**src/rtl/mcb_port_arbiter.sv**
```systemverilog
// Round-robin burst arbiter sharing one Spartan-6 MCB user port among
// NUM_CH client channels. One channel is granted at a time. Its write data
// is pushed into the MCB write FIFO ahead of the command. Read data is
// popped from the first-word-fall-through read FIFO after the command.
module mcb_port_arbiter #(
  parameter int unsigned NUM_CH     = 4,
  parameter int unsigned DATA_WIDTH = 32,
  parameter int unsigned ADDR_WIDTH = 30
) (
  input  logic                         clk,
  input  logic                         reset_n,
  input  logic                         calib_done,
  input  logic [NUM_CH-1:0]            ch_req,
  input  logic [NUM_CH-1:0]            ch_we,
  input  logic [NUM_CH*ADDR_WIDTH-1:0] ch_addr,
  input  logic [NUM_CH*6-1:0]          ch_bl,
  input  logic [NUM_CH*DATA_WIDTH-1:0] ch_wdata,
  output logic [NUM_CH-1:0]            ch_gnt,
  output logic [NUM_CH-1:0]            ch_wack,
  output logic [DATA_WIDTH-1:0]        ch_rdata,
  output logic [NUM_CH-1:0]            ch_rvalid,
  output logic [NUM_CH-1:0]            ch_done,
  output logic                         busy,
  output logic                         p_cmd_en,
  output logic [2:0]                   p_cmd_instr,
  output logic [5:0]                   p_cmd_bl,
  output logic [ADDR_WIDTH-1:0]        p_cmd_byte_addr,
  input  logic                         p_cmd_full,
  output logic                         p_wr_en,
  output logic [DATA_WIDTH-1:0]        p_wr_data,
  output logic [DATA_WIDTH/8-1:0]      p_wr_mask,
  input  logic                         p_wr_full,
  output logic                         p_rd_en,
  input  logic [DATA_WIDTH-1:0]        p_rd_data,
  input  logic                         p_rd_empty
);

  localparam int unsigned IW  = (NUM_CH > 1) ? $clog2(NUM_CH) : 1;
  localparam int unsigned LSB = $clog2(DATA_WIDTH / 8);
  localparam logic [ADDR_WIDTH-1:0] ALIGN_MASK = ~ADDR_WIDTH'((1 << LSB) - 1);

  typedef enum logic [2:0] {
    IDLE,
    WR_DATA,
    WR_CMD,
    RD_CMD,
    RD_DATA,
    DONE
  } state_t;

  state_t                  state;
  logic [IW-1:0]           gnt_idx;
  logic [IW-1:0]           last_grant;
  logic [5:0]              cnt;
  logic [IW-1:0]           pick_idx;
  logic                    pick_found;
  logic [IW:0]             pick_sum;
  logic [NUM_CH-1:0]       gnt_onehot;
  logic [ADDR_WIDTH-1:0]   sel_addr;
  logic [5:0]              sel_bl;

  // Round-robin search starting one past the last served channel; the sum is
  // one bit wider so the wrap back to zero is a single conditional subtract.
  always_comb begin
    pick_found = 1'b0;
    pick_idx   = '0;
    pick_sum   = '0;
    for (int unsigned i = 1; i <= NUM_CH; i++) begin
      pick_sum = {1'b0, last_grant} + (IW+1)'(i);
      if (pick_sum >= (IW+1)'(NUM_CH)) begin
        pick_sum = pick_sum - (IW+1)'(NUM_CH);
      end
      if (!pick_found && ch_req[pick_sum[IW-1:0]]) begin
        pick_found = 1'b1;
        pick_idx   = pick_sum[IW-1:0];
      end
    end
  end

  assign sel_addr = ch_addr[32'(pick_idx)*ADDR_WIDTH +: ADDR_WIDTH];
  assign sel_bl   = ch_bl[32'(pick_idx)*6 +: 6];

  // Transaction sequencer: grant, data/command phases, completion.
  always_ff @(posedge clk or negedge reset_n) begin
    if (!reset_n) begin
      state           <= IDLE;
      gnt_idx         <= '0;
      last_grant      <= IW'(NUM_CH - 1);
      cnt             <= '0;
      p_cmd_instr     <= '0;
      p_cmd_bl        <= '0;
      p_cmd_byte_addr <= '0;
    end else begin
      case (state)
        IDLE: begin
          if (calib_done && pick_found) begin
            gnt_idx         <= pick_idx;
            p_cmd_instr     <= ch_we[pick_idx] ? 3'b000 : 3'b001;
            p_cmd_bl        <= sel_bl;
            p_cmd_byte_addr <= sel_addr & ALIGN_MASK;
            cnt             <= sel_bl;
            state           <= ch_we[pick_idx] ? WR_DATA : RD_CMD;
          end
        end
        WR_DATA: begin
          if (!p_wr_full) begin
            if (cnt == '0) state <= WR_CMD;
            else           cnt   <= cnt - 6'd1;
          end
        end
        WR_CMD: begin
          if (!p_cmd_full) state <= DONE;
        end
        RD_CMD: begin
          if (!p_cmd_full) begin
            cnt   <= p_cmd_bl;
            state <= RD_DATA;
          end
        end
        RD_DATA: begin
          if (!p_rd_empty) begin
            if (cnt == '0) state <= DONE;
            else           cnt   <= cnt - 6'd1;
          end
        end
        DONE: begin
          last_grant <= gnt_idx;
          state      <= IDLE;
        end
        default: state <= IDLE;
      endcase
    end
  end

  // FIFO handshakes follow the full/empty flags directly so a stall costs no
  // extra cycle; everything else is decoded from registered state.
  always_comb begin
    gnt_onehot = NUM_CH'(1) << gnt_idx;
    busy       = (state != IDLE);
    ch_gnt     = busy ? gnt_onehot : '0;
    p_wr_en    = (state == WR_DATA) && !p_wr_full;
    p_wr_data  = ch_wdata[32'(gnt_idx)*DATA_WIDTH +: DATA_WIDTH];
    p_wr_mask  = '0;
    ch_wack    = p_wr_en ? gnt_onehot : '0;
    p_cmd_en   = ((state == WR_CMD) || (state == RD_CMD)) && !p_cmd_full;
    p_rd_en    = (state == RD_DATA) && !p_rd_empty;
    ch_rdata   = p_rd_data;
    ch_rvalid  = p_rd_en ? gnt_onehot : '0;
    ch_done    = (state == DONE) ? gnt_onehot : '0;
  end

endmodule
```
**config.mk**
```make
export PLATFORM = sky130hd
export DESIGN_NAME = mcb_port_arbiter
export DESIGN_NICKNAME = d
export VERILOG_FILES = /design/src/rtl/mcb_port_arbiter.sv
export SDC_FILE = /design/constraint.sdc
export NUM_CORES = 1
export LEC_CHECK = 0
export CAP_MARGIN = 30
export CORE_AREA = 5 5 172 174
export DETAILED_ROUTE_END_ITERATION = 16
export DIE_AREA = 0 0 177 179
export GPL_TIMING_DRIVEN = 0
export PLACE_DENSITY = 0.59
export SYNTH_ARGS = -nofsm -noshare
export SYNTH_HDL_FRONTEND = slang
export SYNTH_SLANG_ARGS = --single-unit
```
**constraint.sdc**
```tcl
create_clock -name clk -period 4.2 [get_ports clk]
set_input_delay 1.26 -clock clk [delete_from_list [all_inputs] [get_ports clk]]
set_output_delay 1.26 -clock clk [all_outputs]
set_load 0.02 [all_outputs]
```
==> flow_summary_export.csv <==
group,metric,value,unit
outcome,status,"finished, final reports clean",
placed_design,gp_congestion,0.805,
clock_network,insertion_delay,0.30,ns
global_route,grt_max_degree,27,
hold_path,holdPathEnd,"p_cmd_byte_addr[15]$_DFFE_PN0P_",
logic_synthesis,synth-main-ff-cell,"dfrtp_1",
worst_setup_path,start_kind,"primary input",
placed_design,dp_cells,1190,
floorplan,std_cell_rows,61,
worst_setup_path,crit_chain,"clkdlybuf4s50_1, nand3b_1, buf_4, nor3_1, clkdlybuf4s50_1",
global_route,top_usage_layer,"met2",
power,power.leakage,3.65,nW
logic_synthesis,syn_area,0.00430,mm²
global_route,grt_pass1_wl,34.9,mm
floorplan,core,0.0276,mm²
placed_design,dp_hpwl,22.0,mm
routing,antenna_left,0,
worst_setup_path,max_stage_delay,0.65,ns
hold_path,whs_path_depth,2,
global_route,grt_usage,14.9,%
timing,fin_crit,4.12,ns
routing,vias,5048,
worst_setup_path,r2r-end,"cnt[0]$_DFFE_PN0P_",
clock_network,hold_buffers,0,
floorplan,die_x,177,µm
placed_design,port_buffers,396,
worst_setup_path,cp_data_arrival_time,2.86,ns
clock_network,htree_num_levels,2,
power,ir_drop,0.000193,V
worst_setup_path,cp_common_cell,"clkdlybuf4s50_1",
hold_path,min_from,"p_cmd_byte_addr[15]$_DFFE_PN0P_",
global_route,use_met3,4.74,%
finish,drive_gt1_share,14.3,%
worst_setup_path,slowest_stage,"clkdlybuf4s50_1",
routing,wl_per_cell,21.6,µm
finish,layout_common_cells,"clkdlybuf4s50_1, mux2i_1, dfrtp_1, buf_4, nand2_1",
global_route,grt_antenna_before_repair,4,
logic_synthesis,synth-seq-cells,48,
clock_network,cts_root_buf,"clkbuf_16",
timing,fin_skew,0.00321,ns
timing,final-setup-viol-count,0,
routing,wirelength,26.0,mm
clock_network,cts_made_buffers,5,
worst_setup_path,r2r_cells,8,
floorplan,die_y,179,µm
worst_setup_path,cp_top_family,"buffers and inverters",
logic_synthesis,synth-edff-count,0,
finish,layout.cells.non_filler,1201,
clock_network,path_clk_slew,0.07,ns
finish,design_area,0.00894,mm²
global_route,first_global_vias,5293,
clock_network,cts_tree,"built",
power,finalPower,4.73,mW
finish,fin_nets,1140,
worst_setup_path,critPathBufInv,3,
floorplan,initial_core_util,15.6,%
finish,n_fill_cell,2911,
logic_synthesis,syn_inst,408,
clock_network,cts_buffer_depth,2,
timing,final_max_slew_viol_count,0,
hold_path,hp-class,"flop to flop",
routing,post_drt_via_cell_ratio,4.20,
worst_setup_path,critPathLaunch,"p_rd_empty",
power,power_density,528,mW/mm²
timing,rsz0062_at_grt,"no",
worst_setup_path,critPathCaptureType,"primary output",
worst_setup_path,crit_fanout,5,
timing,finalHoldViolations,0,
routing,route.detailed.drc,0,
worst_setup_path,r2r_start,"last_grant[1]$_DFFE_PN1P_",
logic_synthesis,ys_seq_area_share,28.0,%
finish,area_delta_synth_final,108,%
global_route,gr-usage-met2,28.1,%
timing,max_freq,242,MHz
logic_synthesis,synth_warnings,0,
logic_synthesis,async_flop_share,100,%
timing,max_slew_margin,52.4,%
finish,multi_input_area,0.00259,mm²
finish,layout.area.seq,0.00120,mm²
finish,final_common_cell,"clkdlybuf4s50_1",
floorplan,ioPinCount,445,
worst_setup_path,path_class,"primary input to primary output",
logic_synthesis,ys_types,51,
worst_setup_path,regToRegSetupSlack,1.57,ns
floorplan,dieArea,0.0317,mm²
placed_design,placed_area,0.00877,mm²
clock_network,clock_sinks,48,
flow_run,drv_cap,0,
routing,drt_iter0_drc,231,
timing,fin_crit_sh,98.2,%
routing,dr.pass1.iters,4,
logic_synthesis,syn_area_per_cell,10.5,µm²
global_route,met1_usage,16.6,%
worst_setup_path,worstPathRequired,2.94,ns
global_route,grt_overflow,0,
timing,tightest_slew,0.713,ns
==> where the power goes <==
group          internal (mW)  switching (mW)
registers              0.685           0.161
logic                   1.69            1.75
clock network          0.238           0.201
==> cells by family (layout without fill, tap and decap cells) <==
kind of cell / Yosys count / in the layout / share of synthesized area [%]
DFF: 48 / 48 / 28.0
other: 1 / 10 / 0.0873
buffers and inverters: 78 / 484 / 12.3
AOI/OAI and AO/OA: 76 / 76 / 13.7
xor gates and xnor gates: 4 / 4 / 0.816
muxes: 107 / 107 / 34.3
adders and majority gates: 2 / 2 / 0.582
and+or+nand+nor: 92 / 92 / 10.1
==> through the flow <==
| stage | setup WS [ns] | setup TNS [ns] | hold WS [ns] | utilization, % |
|---|---|---|---|---|
| after floorplan | 0.801 | 0 | 0.495 | - |
| after global placement | -0.0613 | -0.0855 | 0.469 | 31.7 |
| after detailed placement | -0.0734 | -0.0928 | 0.472 | 31.8 |
| after CTS | 0.0649 | 0 | 0.492 | 32.4 |
| after global routing | 0.00465 | 0 | 0.515 | 32.4 |
| final | 0.0752 | 0 | 0.489 | 32.4 |
==> state kept, by name, indices dropped and copies added, names as in the netlist <==
signal           flops
cnt                  6
gnt_idx              2
last_grant           2
p_cmd_bl             6
p_cmd_byte_addr     28
p_cmd_instr          1
state                3
==> cells in the mapped netlist (2+ instances only) <==
cell type   n  area (µm²)
inv_1       6        22.5
a21o_1      7        52.6
mux2i_1    72         721
ha_1        2        25.0
o221ai_1   30         263
a211o_1     5        43.8
o21ai_0     5        25.0
a21oi_1    11        55.1
nor3_1      6        30.0
nor2_1     21        78.8
xor2_1      2        17.5
mux2_2      3        33.8
or3_1       2        12.5
nand3b_1    4        30.0
buf_6       7        78.8
nand2b_1    7        43.8
xnor2_1     2        17.5
mux4_2     32         721
dfrtp_1    46        1150
dfstp_2     2        52.6
buf_4      43         323
buf_1       4        15.0
o22ai_1     4        25.0
clkbuf_1    6        22.5
buf_2      10        50.1
a22oi_1     3        22.5
nand2_1    41         154
nand3_1     2        10.0
==> metal layers <==
metal | vias to the layer above | share of wire (%)
li1 | 2334 | -
met1 | 2395 | 36
met2 | 299 | 53
met3 | 16 | 10
met4 | 4 | 0.79
met5 | - | 0.081
==> worst min-delay path, stage by stage (launching register included) <==
cell      delay, ns
dfrtp_1        0.34
nand2_1        0.05
o221ai_1       0.06
==> cell type report <==
type	count	area share [%]
Antenna cell	2	0.0560
Buffer	71	5.64
Clock buffer	6	1.55
Clock inverter	2	0.168
Inverter	7	0.294
Multi-Input combinational cell	289	29.0
Sequential cell	48	13.5
Tap cell	378	5.29
Timing Repair Buffer	398	44.6
==> worst max path at each step <==
stage,end,slack (ns),cells after the start
6_report,ch_rvalid[0],0.08,5
5_1_grt,ch_rvalid[0],0.005,5
4_1_cts,ch_wack[3],0.06,4
3_5_place_dp,ch_wack[0],-0.07,4
3_3_place_gp,ch_wack[0],-0.06,4
2_1_floorplan,ch_wack[0],0.80,2
==> timing repair <==
item / CTS / global route
resized for setup: 2 / 0
setup endpoints to repair: 4 / 0
buffers inserted: 1 / 0
endpoints found under the hold margin: 0 / 0
(Power assumes the default switching activity.)
